[src/rtl/pq_pkg.sv]
// Shared state encoding, LED levels, parameter defaults and the LFSR tap table
// for the priority-queue pushbutton front end.
package pq_pkg;

   typedef enum logic [2:0] {
      ST_IDLE,
      ST_ADD,
      ST_REMOVE,
      ST_WAIT,
      ST_DISPLAY,
      ST_FULL,
      ST_EMPTY
   } pq_state_e;

   localparam logic [2:0] RGB_OFF = 3'd0;
   localparam logic [2:0] RGB_DIM = 3'd1;
   localparam logic [2:0] RGB_MID = 3'd4;
   localparam logic [2:0] RGB_MAX = 3'd7;

   localparam int KEY_W_DEF       = 4;
   localparam int DEPTH_DEF       = 8;
   localparam int DB_CYCLES_DEF   = 500000;
   localparam int DISP_CYCLES_DEF = 100000000;
   localparam int AUTO_PERIOD_DEF = 50000000;

   // Feedback taps (bit mask, bit 0 = LSB) for a maximal-length shift-left
   // Fibonacci LFSR of the given width.
   function automatic logic [31:0] lfsr_taps(input int width);
      case (width)
         2:       return 32'h0000_0003;
         3:       return 32'h0000_0006;
         4:       return 32'h0000_000C;
         5:       return 32'h0000_0014;
         6:       return 32'h0000_0030;
         7:       return 32'h0000_0060;
         8:       return 32'h0000_00B8;
         9:       return 32'h0000_0110;
         10:      return 32'h0000_0240;
         11:      return 32'h0000_0500;
         12:      return 32'h0000_0829;
         13:      return 32'h0000_100D;
         14:      return 32'h0000_2015;
         15:      return 32'h0000_6000;
         16:      return 32'h0000_D008;
         default: return 32'h0000_0003;
      endcase
   endfunction

endpackage

[src/rtl/pq_btn_cond.sv]
// Raw pushbutton conditioner: two-flop synchroniser, stability debounce and a
// one-cycle pulse on each debounced rising edge.
module pq_btn_cond #(
   parameter int DB_CYCLES = 4
) (
   input  logic clk,
   input  logic rst,
   input  logic btn,
   output logic pulse
);

   localparam int CW = (DB_CYCLES > 1) ? $clog2(DB_CYCLES) : 1;
   localparam logic [CW-1:0] CNT_LOAD = CW'(DB_CYCLES - 1);

   logic [1:0]    sync_q;
   logic          stable_q;
   logic [CW-1:0] cnt_q;

   // The debounced level only moves after DB_CYCLES consecutive samples that
   // disagree with it; any agreeing sample restarts the count.
   always_ff @(posedge clk) begin
      if (rst) begin
         sync_q   <= '0;
         stable_q <= 1'b0;
         cnt_q    <= CNT_LOAD;
         pulse    <= 1'b0;
      end else begin
         sync_q <= {sync_q[0], btn};
         pulse  <= 1'b0;
         if (sync_q[1] == stable_q) begin
            cnt_q <= CNT_LOAD;
         end else if (cnt_q == '0) begin
            stable_q <= sync_q[1];
            cnt_q    <= CNT_LOAD;
            pulse    <= sync_q[1];
         end else begin
            cnt_q <= cnt_q - 1'b1;
         end
      end
   end

endmodule

[src/rtl/pq_ui_ctl.sv]
// Pushbutton / LED front end for a min-priority-queue core.
// Define PQ_AUTO_EN to add the start-button driven LFSR fill/drain demo.
//
// state      | meaning
// IDLE       | waiting for a button pulse (or an auto tick)
// ADD        | one-cycle pq_push with the latched key
// REMOVE     | one-cycle pq_pop
// WAIT       | core busy; op_pop_q tells which op is pending
// DISPLAY    | result shown for DISP_CYCLES cycles
// FULL       | push refused, shown for DISP_CYCLES cycles
// EMPTY      | pop refused, shown for DISP_CYCLES cycles
module pq_ui_ctl
   import pq_pkg::*;
#(
   parameter int KEY_W       = KEY_W_DEF,
   parameter int DEPTH       = DEPTH_DEF,
   parameter int DB_CYCLES   = DB_CYCLES_DEF,
   parameter int DISP_CYCLES = DISP_CYCLES_DEF,
   parameter int AUTO_PERIOD = AUTO_PERIOD_DEF
) (
   input  logic                       clk,
   input  logic                       rst,
   input  logic                       btn_start,
   input  logic                       btn_add,
   input  logic                       btn_remove,
   input  logic [KEY_W-1:0]           sw_key,
   output logic                       pq_push,
   output logic                       pq_pop,
   output logic [KEY_W-1:0]           pq_key,
   input  logic                       pq_done,
   input  logic [KEY_W-1:0]           pq_dout,
   input  logic                       pq_full,
   input  logic                       pq_empty,
   output logic [2:0]                 rgb_r,
   output logic [2:0]                 rgb_g,
   output logic [2:0]                 rgb_b,
   output logic [KEY_W-1:0]           disp_in,
   output logic [KEY_W-1:0]           disp_out,
   output logic [$clog2(DEPTH+1)-1:0] disp_cnt,
   output logic                       sigIDLE,
   output logic                       sigSTART,
   output logic                       sigADD,
   output logic                       sigREMOVE,
   output logic                       sigDISPLAY,
   output logic                       sigFULL,
   output logic                       sigEMPTY
);

   localparam int CNT_W = $clog2(DEPTH + 1);
   localparam int DT_W  = (DISP_CYCLES > 1) ? $clog2(DISP_CYCLES) : 1;
   localparam logic [DT_W-1:0]  DISP_LOAD = DT_W'(DISP_CYCLES - 1);
   localparam logic [CNT_W-1:0] CNT_MAX   = CNT_W'(DEPTH);

   pq_state_e        state_q, state_d;
   logic             op_pop_q, op_pop_d;
   logic             key_load;
   logic [DT_W-1:0]  disp_tmr_q;
   logic             add_p, rm_p;
   logic             manual_en;
   logic             auto_add, auto_rm;
   logic [KEY_W-1:0] auto_key;

   pq_btn_cond #(.DB_CYCLES(DB_CYCLES)) u_btn_add (
      .clk   (clk),
      .rst   (rst),
      .btn   (btn_add),
      .pulse (add_p)
   );

   pq_btn_cond #(.DB_CYCLES(DB_CYCLES)) u_btn_remove (
      .clk   (clk),
      .rst   (rst),
      .btn   (btn_remove),
      .pulse (rm_p)
   );

`ifdef PQ_AUTO_EN
   localparam int AT_W = (AUTO_PERIOD > 1) ? $clog2(AUTO_PERIOD) : 1;
   localparam logic [AT_W-1:0]  AUTO_LOAD = AT_W'(AUTO_PERIOD - 1);
   localparam logic [KEY_W-1:0] TAPS      = KEY_W'(lfsr_taps(KEY_W));

   logic             start_p;
   logic             auto_run_q;
   logic             drain_q;
   logic [AT_W-1:0]  auto_tmr_q;
   logic [KEY_W-1:0] lfsr_q;
   logic             auto_tick;

   pq_btn_cond #(.DB_CYCLES(DB_CYCLES)) u_btn_start (
      .clk   (clk),
      .rst   (rst),
      .btn   (btn_start),
      .pulse (start_p)
   );

   assign auto_tick = auto_run_q && (state_q == ST_IDLE) && !start_p && (auto_tmr_q == '0);
   assign auto_add  = auto_tick && !drain_q && !pq_full;
   assign auto_rm   = auto_tick && !auto_add && !pq_empty;
   assign auto_key  = lfsr_q;
   assign manual_en = !auto_run_q && !start_p;
   assign sigSTART  = auto_run_q;

   // Fill until the core reports full, then drain until empty, then stop.
   always_ff @(posedge clk) begin
      if (rst) begin
         auto_run_q <= 1'b0;
         drain_q    <= 1'b0;
         auto_tmr_q <= AUTO_LOAD;
         lfsr_q     <= '1;
      end else if ((state_q == ST_IDLE) && start_p) begin
         auto_run_q <= !auto_run_q;
         drain_q    <= 1'b0;
         auto_tmr_q <= AUTO_LOAD;
      end else if (auto_run_q && (state_q == ST_IDLE)) begin
         if (auto_tmr_q != '0) begin
            auto_tmr_q <= auto_tmr_q - 1'b1;
         end else begin
            auto_tmr_q <= AUTO_LOAD;
            if (auto_add) begin
               lfsr_q <= {lfsr_q[KEY_W-2:0], ^(lfsr_q & TAPS)};
            end else if (auto_rm) begin
               drain_q <= 1'b1;
            end else begin
               auto_run_q <= 1'b0;
               drain_q    <= 1'b0;
            end
         end
      end
   end
`else
   logic unused_start;
   assign unused_start = btn_start;
   assign auto_add     = 1'b0;
   assign auto_rm      = 1'b0;
   assign auto_key     = '0;
   assign manual_en    = 1'b1;
   assign sigSTART     = 1'b0;
`endif

   always_comb begin
      state_d  = state_q;
      op_pop_d = op_pop_q;
      key_load = 1'b0;
      case (state_q)
         ST_IDLE: begin
            if (auto_add) begin
               state_d  = ST_ADD;
               op_pop_d = 1'b0;
               key_load = 1'b1;
            end else if (auto_rm) begin
               state_d  = ST_REMOVE;
               op_pop_d = 1'b1;
            end else if (manual_en && rm_p) begin
               // remove wins over a coincident add
               state_d  = pq_empty ? ST_EMPTY : ST_REMOVE;
               op_pop_d = 1'b1;
            end else if (manual_en && add_p) begin
               state_d  = pq_full ? ST_FULL : ST_ADD;
               op_pop_d = 1'b0;
               key_load = !pq_full;
            end
         end
         ST_ADD:     state_d = ST_WAIT;
         ST_REMOVE:  state_d = ST_WAIT;
         ST_WAIT:    if (pq_done) state_d = ST_DISPLAY;
         ST_DISPLAY: if (disp_tmr_q == '0) state_d = ST_IDLE;
         ST_FULL:    if (disp_tmr_q == '0) state_d = ST_IDLE;
         ST_EMPTY:   if (disp_tmr_q == '0) state_d = ST_IDLE;
         default:    state_d = ST_IDLE;
      endcase
   end

   always_ff @(posedge clk) begin
      if (rst) begin
         state_q    <= ST_IDLE;
         op_pop_q   <= 1'b0;
         pq_key     <= '0;
         disp_in    <= '0;
         disp_out   <= '0;
         disp_cnt   <= '0;
         disp_tmr_q <= DISP_LOAD;
      end else begin
         state_q  <= state_d;
         op_pop_q <= op_pop_d;
         if (key_load) begin
            pq_key <= auto_add ? auto_key : sw_key;
         end
         if ((state_q == ST_WAIT) && pq_done) begin
            if (op_pop_q) begin
               disp_out <= pq_dout;
               if (disp_cnt != '0) disp_cnt <= disp_cnt - 1'b1;
            end else begin
               disp_in <= pq_key;
               if (disp_cnt != CNT_MAX) disp_cnt <= disp_cnt + 1'b1;
            end
         end
         // Hold-state timer: reloaded everywhere else, counted down while held.
         if (state_q inside {ST_DISPLAY, ST_FULL, ST_EMPTY}) begin
            if (disp_tmr_q != '0) disp_tmr_q <= disp_tmr_q - 1'b1;
         end else begin
            disp_tmr_q <= DISP_LOAD;
         end
      end
   end

   assign pq_push = (state_q == ST_ADD);
   assign pq_pop  = (state_q == ST_REMOVE);

   always_comb begin
      sigIDLE    = 1'b0;
      sigADD     = 1'b0;
      sigREMOVE  = 1'b0;
      sigDISPLAY = 1'b0;
      sigFULL    = 1'b0;
      sigEMPTY   = 1'b0;
      rgb_r      = RGB_OFF;
      rgb_g      = RGB_OFF;
      rgb_b      = RGB_OFF;
      case (state_q)
         ST_IDLE: begin
            sigIDLE = 1'b1;
            rgb_b   = RGB_DIM;
         end
         ST_ADD: begin
            sigADD = 1'b1;
            rgb_g  = RGB_MAX;
         end
         ST_REMOVE: begin
            sigREMOVE = 1'b1;
            rgb_b     = RGB_MAX;
         end
         ST_WAIT: begin
            if (op_pop_q) begin
               sigREMOVE = 1'b1;
               rgb_b     = RGB_MAX;
            end else begin
               sigADD = 1'b1;
               rgb_g  = RGB_MAX;
            end
         end
         ST_DISPLAY: begin
            sigDISPLAY = 1'b1;
            rgb_g      = RGB_MID;
         end
         ST_FULL: begin
            sigFULL = 1'b1;
            rgb_r   = RGB_MAX;
         end
         ST_EMPTY: begin
            sigEMPTY = 1'b1;
            rgb_r    = RGB_MAX;
            rgb_b    = RGB_MAX;
         end
         default: ;
      endcase
   end

endmodule

[config.mk]
export PLATFORM = sky130hd
export DESIGN_NAME = pq_ui_ctl
export DESIGN_NICKNAME = d
export VERILOG_FILES = /design/src/rtl/pq_pkg.sv /design/src/rtl/pq_btn_cond.sv /design/src/rtl/pq_ui_ctl.sv
export SDC_FILE = /design/constraint.sdc
export NUM_CORES = 1
export LEC_CHECK = 0
export CORE_MARGIN = 2
export CORE_UTILIZATION = 40
export CTS_CLUSTER_SIZE = 25
export DETAILED_ROUTE_END_ITERATION = 12
export GPL_TIMING_DRIVEN = 0
export MAX_ROUTING_LAYER = met4
export PLACE_DENSITY = 0.75
export SYNTH_ARGS = -nofsm -noshare
export SYNTH_HDL_FRONTEND = slang
export SYNTH_SLANG_ARGS = --single-unit
[constraint.sdc]
create_clock -name clk -period 2.1 [get_ports clk]
set_input_delay 0.525 -clock clk [delete_from_list [all_inputs] [get_ports clk]]
set_output_delay 0.525 -clock clk [all_outputs]
set_load 0.01 [all_outputs]
# Word level (Yosys, flattened, before mapping)
# Index checks and enable logic that the tools add are counted.
# word_totals
output_inout_bits,34
word_cells,94
register_bits,93
in_bits,16
# op_classes
n_reduce_logical,27
bitwise_logic,6
n_addsub,5
muxes,28
n_eq_ne,13
# op_table
cell,count
zero test 19 bit,2
subtractor 19 x 1 -> 19 bit (second input constant),2
zero test 27 bit,1
2-to-1 mux 3 bit,9
nonzero test 27 bit,1
subtractor 27 x 1 -> 27 bit (second input constant),1
one-hot mux 3 bit (3 select lines),2
OR reduction 3 bit,5
2-to-1 mux 4 bit,3
one-hot mux 3 bit (4 select lines),1
2-to-1 mux 1 bit,11
AND reduction 2 bit,5
equality test 3 bit (second input constant),3
OR reduction 2 bit,4
equality test 3 x 2 -> 1 bit (second input constant),2
inverter 1 bit,6
AND reduction 3 bit,2
adder 4 x 1 -> 4 bit (second input constant),1
!= test 2 x 1 -> 1 bit (second input constant),2
!= test 4 bit (second input constant),1
one-hot mux 1 bit (2 select lines),2
nonzero test 2 bit,2
nonzero test 4 bit,1
subtractor 4 x 1 -> 4 bit (second input constant),1
8 further kinds,9

# Depth between registers and ports, before layout
# Gate-level depths: netlist (run 1).
# logic_depth
ltp_word,4
mapped_depth,8
ltp_nobuf,7

# Modules after synthesis
# Synthesis (run 1) repeated with hierarchy kept, for this count alone.
# hier_totals
hier_cells,513
area_unflattened_um2,4484.3
# by_module_without_submodules
module,cells_per_inst,area_each_um2,instances,seq_area_each_um2
pq_ui_ctl,295,2479.9,1,940.9
pq_btn_cond,109,1002.2,2,460.4

# Worst setup path after synthesis (run 1)
# OpenSTA, ideal clock, no wires.
# synth_timing
path_type,register to register
start,register disp_tmr_q[10]
end,register disp_tmr_q[20]
setup_ns,0.062
path_slack_ns,0.046
t_required_ns,2.038
path_stages_with_launch,6
period_less_slack_ns,2.054
arrival_ns,1.991
n_path_buf,0
path_cell_list,dfxtp_1 or4_4 or4_4 or2_4 or3_1 nand3_1
# synth_via
elab_chain_len,1
word_cells_on_any_way,2
classes_between,add/sub (1); reduce/logical (1)
# synth_lines
element,line,source
start: declaration,pq_ui_ctl.sv:57,logic [DT_W-1:0] disp_tmr_q;
start signal: assignment,pq_ui_ctl.sv:199,if (disp_tmr_q != '0) disp_tmr_q <= disp_tmr_q - 1'b1;
subtractor 27 x 1 -> 27 bit or nonzero test 27 bit (tied branches),pq_ui_ctl.sv:199,
# Parallel ways exist; a longest one is shown, timed or not.
# A chain may end at the register's enable or synchronous reset.

# Worst setup path in the final report (run 1)
# layout_timing
start,register disp_tmr_q[0]
end,register state_q[2]
# layout_via
elab_chain_len,3
# layout_lines
element,line,source
zero test 27 bit,"pq_ui_ctl.sv:166, pq_ui_ctl.sv:167, pq_ui_ctl.sv:168",
!= test 2 x 1 -> 1 bit (no source line),--,
AND reduction 3 bit (no source line),--,
end signal: assignment,pq_ui_ctl.sv:183,state_q <= state_d;
end: declaration,pq_ui_ctl.sv:54,"pq_state_e state_q, state_d;"
# Every way passes these cells.

==> out/qor.yml, run 1 <==
n_antenna_cell: 0
nets: 594
synth.top_cell.area_share_pct: 43.6
synth_warnings: 0
finalCritPeriodShare_pct: 100
clock_latency_ns: 0.36
grt_max_degree: 15
p_per_area_nw_per_um2: 522
fmax_mhz: 474
dieWidth_um: 107
power_mw: 2.91
yosys-top-cells-area: "dfxtp_1, nor2_1, xnor2_1"
rsz0062_at_grt: "true"
clock-sinks: 93
rrSetupSlack_ns: -0.01
p_sw_share_pct: 21.5
grtUsageTotal_pct: 18.5
drive_gt1_share_pct: 21.8
synth.most_common_cell: "dfxtp_1"
p_int_mw: 2.28
status: "finished with violations"
die_area_um2: 11500
synth.distinct_cells: 55
postRouteAntennaNets: 0
drcViolationCount: 0
design_area_um2: 5570
firstDrtPassIters: 5
cp-start-kind: "register"
hold_path_depth: 1
synth_top_area_cell: "dfxtp_1"
utilization_pct: 53.7
routedWlPerCell_um: 14.1
cts_tree: "built"
r2r_end: "state_q[2]$_SDFFE_PP0P_"
cts_made_buffers: 9
synth_commonest_cells: "dfxtp_1, nor2_1, nand2_1"
min_to: "u_btn_remove.cnt_q[0]$_SDFF_PP1_"
pwr-share-seq_pct: 60.6
overflow: 0
crit_required_ns: 2.36
netlist_instances: 491
worstRegToRegCells: 8
worstMarginPinSlew_ns: 0.625
hold_viol: 0
ys_ff_latch: 93
syn-num-nets: 515
async_flop_share_pct: 0
core_um2: 10400
antenna_found_initial: 0
p_leak_nw: 2.04
ir_drop_v: 0.000426
seq_area_frac_synth_pct: 43.6
finalCriticalPeriod_ns: 2.11
place_congestion: 0.858
grt_first_pass_wirelength_um: 16900
power_switching_mw: 0.625
setup_viol: 3
skew_ns: 0.00735
pwr-share-comb_pct: 2.1
crit_arrival_ns: 2.37
violations: "negative setup slack"
min_from: "u_btn_remove.cnt_q[0]$_SDFF_PP1_"
cts.clk_slew.worst_paths_ns: 0.08
fp-row-count: 37
finalMaxSlewViolations: 0
area.growth.synth_to_final_pct: 30.4
cts_hold_buf: 0
cts_root_buffer: "clkbuf_8"
cts_buffer_depth: 2
ios: 50
synth_flop_cell: "dfxtp_1"
drt_iter0_drc: 202
via_per_inst: 5.31
start_util_pct: 41.2
clockPowerShare_pct: 37.2
hold_class: "register to register"
placedInstanceArea_um2: 4910
r2r-start: "disp_tmr_q[0]$_SDFFE_PP1P_"
synth_edf_count: 0
cp-end-kind: "register"
path_class: "register to register"
port_buffers: 47
dp_hpwl_um: 6730
crit_fanout: 10
netlist_area_um2: 4270
slew-limit-headroom_pct: 58.2
maxCapViolations: 0
first_global_vias: 3754
vias: 3771
synth.avg_cell_area_um2: 8.70
drt-total-wl_um: 10000
htreeDepth: 3
fin_ws_ns: -0.0104
die_y_um: 107
[worst max-delay path by stage]
stage	slack (ns)	startpoint	cells after the start	endpoint
5_1_grt	-0.14	disp_tmr_q[1]$_SDFFE_PP1P_	8	state_q[2]$_SDFFE_PP0P_
3_3_place_gp	-0.71	rst	4	disp_tmr_q[3]$_SDFFE_PP1P_
2_1_floorplan	0.05	disp_tmr_q[10]$_SDFFE_PP0P_	5	disp_tmr_q[20]$_SDFFE_PP1P_
3_5_place_dp	-0.69	rst	4	disp_tmr_q[3]$_SDFFE_PP1P_
4_1_cts	-0.05	disp_tmr_q[10]$_SDFFE_PP0P_	5	disp_tmr_q[20]$_SDFFE_PP1P_
6_report	-0.01	disp_tmr_q[0]$_SDFFE_PP1P_	8	state_q[2]$_SDFFE_PP0P_
[kinds of logic after synthesis]
group / share of synthesized area, %
AND/OR/NAND/NOR: 27.3
other: 0.0878
buffers and inverters: 4.10
adder cells (fa/ha/maj): 2.52
XOR/XNOR: 7.58
flip-flops: 43.6
multiplexers: 3.28
AO/OA/AOI/OAI: 11.6
[flip-flops by register name, summed over array words and instances, names as in the netlist]
name and flops:
disp_out 4, u_btn_remove.cnt_q 19, u_btn_remove.sync_q 2, state_q 3, disp_in 4, disp_tmr_q 27, disp_cnt 4, u_btn_remove.stable_q 1
pq_key 4, u_btn_remove.pulse 1, u_btn_add.cnt_q 19, u_btn_add.stable_q 1, u_btn_add.sync_q 2, u_btn_add.pulse 1, op_pop_q 1
[routing by layer]
metal	vias up	routed length (µm)	global-route usage (%)	share of wire, %
met5	-	0	-	0
met2	72	5320	32.1	53
li1	1880	-	-	-
met4	0	148	6.23	1.5
met3	14	373	3.69	3.7
met1	1805	4200	21.4	42
[placed cells by master, fill, tap and decap left out, types with 14 or more instances in the layout]
master	n
dfxtp_1	83
nor2_1	63
nand2_1	35
buf_4	30
clkdlybuf4s50_1	30
a21oi_1	23
xnor2_1	23
xor2_1	14
mux2i_1	14
or3_1	14
[through the flow]
step / instances / setup TNS [ns] / hold slack [ns] / setup slack (ns)
floorplan: 491 / 0 / 0.384 / 0.0462
global placement: 674 / -14.50 / 0.396 / -0.712
detailed placement: 674 / -15.92 / 0.404 / -0.688
CTS: 702 / -0.0580 / 0.424 / -0.0485
global route: 710 / -0.919 / 0.449 / -0.142
finish: 710 / -0.0153 / 0.417 / -0.0104
[worst max-delay path, cell delays in order (launching register included)]
cell and delay (ns):
dfxtp_1 0.35, inv_2 0.10, ha_1 0.15, nor4b_1 0.36
nand2_2 0.24, nor3_2 0.21, buf_4 0.23, a211oi_1 0.07
o31a_1 0.29
[power groups by stage]
stage	sequential, mW	clock (mW)	combinational [mW]
after floorplan	1.81	0	0.0230
after detailed placement	1.81	0	0.0581
after global placement	1.81	0	0.0571
after global routing	1.76	1.18	0.0681
final	1.76	1.08	0.0625
after CTS	1.77	1.12	0.0602
[area by class of cell]
cell class	instances	area, µm²
buffer	21	164
clock buffer	12	155
clock inverter	3	21.3
fill	918	4800
inverter	13	61.3
multi-input combinational	362	2500
sequential	93	1880
tap	136	170
timing repair buffer	70	614
[timing repair]
item / CTS / global route
resized for setup: 83 / 42
pin swaps: 4 / 11
hold endpoints to repair: 0 / 0
setup buffers: 14 / 8
cloned: 1 / 1
endpoints found under the setup margin: 69 / 60
Note: power is estimated with default switching activity, not from simulation.
==> inputs of run 2 (changes only) <==
Settings changed: SKIP_CTS_REPAIR_TIMING set to 1.
==> out/qor.yml, run 2 (synthesis results as in run 1) <==
r2r_end: "disp_tmr_q[12]$_SDFFE_PP0P_"
p_int_mw: 2.29
port_buffers: 47
crit_arrival_ns: 1.74
p_leak_nw: 2.06
ir_drop_v: 0.000424
crit_required_ns: 1.57
skew_ns: 0.00886
cp-end-kind: "output port"
first_global_vias: 3604
die_y_um: 107
finalCritPeriodShare_pct: 108
postRouteAntennaNets: 0
grt_first_pass_wirelength_um: 16000
hold_viol: 0
via_per_inst: 5.32
maxCapViolations: 0
place_congestion: 0.858
p_per_area_nw_per_um2: 525
regMostFlops: "disp_tmr_q"
pwr-share-seq_pct: 60.6
worstRegToRegCells: 7
clock_latency_ns: 0.36
worstMarginPinSlew_ns: 0.612
status: "finished with violations"
grtUsageTotal_pct: 17.6
cts.clk_slew.worst_paths_ns: 0.08
post-place-cells: 674
drive_gt1_share_pct: 21.1
pwr-share-comb_pct: 2.1
fin_ws_ns: -0.166
start_util_pct: 41.2
drt_iter0_drc: 218
rrSetupSlack_ns: 0
fmax_mhz: 441
hold_class: "register to register"
dp_slack_ns: -0.688
cts_tree: "built"
cts_made_buffers: 9
ios: 50
power_switching_mw: 0.628
layout_common_cells: "dfxtp_1, nor2_1, nand2_1"
setup_viol: 8
slew-limit-headroom_pct: 59.2
timing.hold.ws_ns: 0.416
dieWidth_um: 107
nets: 590
top_regs: "disp_tmr_q x27, u_btn_add.cnt_q x19, u_btn_remove.cnt_q x19"
grt_max_degree: 15
fp-row-count: 37
cts_buffer_depth: 2
hold_path_depth: 1
antenna_found_initial: 0
path_class: "register to output port"
die_area_um2: 11500
finalMaxSlewViolations: 0
drcViolationCount: 0
crit_fanout: 7
largest_reg_flops: 27
min_to: "u_btn_remove.cnt_q[0]$_SDFF_PP1_"
design_area_um2: 5550
overflow: 0
area.growth.synth_to_final_pct: 30.0
dp_hpwl_um: 6730
clock-sinks: 93
routedWlPerCell_um: 14.2
htreeDepth: 3
drt-total-wl_um: 10000
cts_root_buffer: "clkbuf_8"
placedInstanceArea_um2: 4910
final_common_cell: "dfxtp_1"
fin_cells: 706
finalSetupTns_ns: -0.666
min_from: "u_btn_remove.cnt_q[0]$_SDFF_PP1_"
vias: 3759
cp-start-kind: "register"
core_um2: 10400
n_antenna_cell: 0
finalCriticalPeriod_ns: 2.27
r2r-start: "disp_tmr_q[0]$_SDFFE_PP1P_"
rsz0062_at_grt: "true"
fill_cells: 922
clockPowerShare_pct: 37.3
firstDrtPassIters: 4
p_sw_share_pct: 21.6
violations: "negative setup slack"
run 2: worst max-delay path by stage:
stage / from / end / slack, ns / cells after the start
after floorplan: disp_tmr_q[10]$_SDFFE_PP0P_ / disp_tmr_q[20]$_SDFFE_PP1P_ / 0.05 / 5
after global placement: rst / disp_tmr_q[3]$_SDFFE_PP1P_ / -0.71 / 4
after detailed placement: rst / disp_tmr_q[3]$_SDFFE_PP1P_ / -0.69 / 4
after CTS: state_q[2]$_SDFFE_PP0P_ / rgb_r[1] / -0.87 / 6
after global routing: state_q[2]$_SDFFE_PP0P_ / rgb_r[1] / -0.23 / 7
final: state_q[2]$_SDFFE_PP0P_ / rgb_r[1] / -0.17 / 7
run 2: power groups by stage:
stage / registers, mW / clock network [mW] / logic, mW
detailed placement: 1.81 / 0 / 0.0581
floorplan: 1.81 / 0 / 0.0230
global route: 1.77 / 1.18 / 0.0666
global placement: 1.81 / 0 / 0.0571
CTS: 1.77 / 1.12 / 0.0582
finish: 1.76 / 1.09 / 0.0603
run 2: area by class of cell:
type / instances / area, µm² / share of cell area (%)
Buffer: 21 / 144 / 2.59
Clock buffer: 12 / 155 / 2.79
Clock inverter: 3 / 21.3 / 0.383
Inverter: 13 / 52.6 / 0.946
Multi-Input combinational cell: 362 / 2500 / 45.0
Sequential cell: 93 / 1880 / 33.9
Tap cell: 136 / 170 / 3.06
Timing Repair Buffer: 66 / 629 / 11.3
run 2: layer usage:
layer	up-vias	routed length (µm)	global-route usage, %
li1	1869	-	-
met1	1788	4270	20.8
met2	79	5200	29.4
met3	23	365	3.75
met4	0	206	6.50
met5	-	0	-
run 2: worst max-delay path, stage by stage (launching register included):
cell and delay, ns:
dfxtp_2 0.33, buf_6 0.13, clkinvlp_4 0.18, buf_6 0.18, nor3b_4 0.18, nand2b_4 0.18
buf_4 0.11, buf_6 0.09
run 2: per-stage QoR:
stage	utilization, %	total power, mW
CTS	49.1	2.95
global route	53.5	3.02
finish	53.5	2.91
detailed placement	47.4	1.87
floorplan	-	1.83
global placement	47.4	1.87
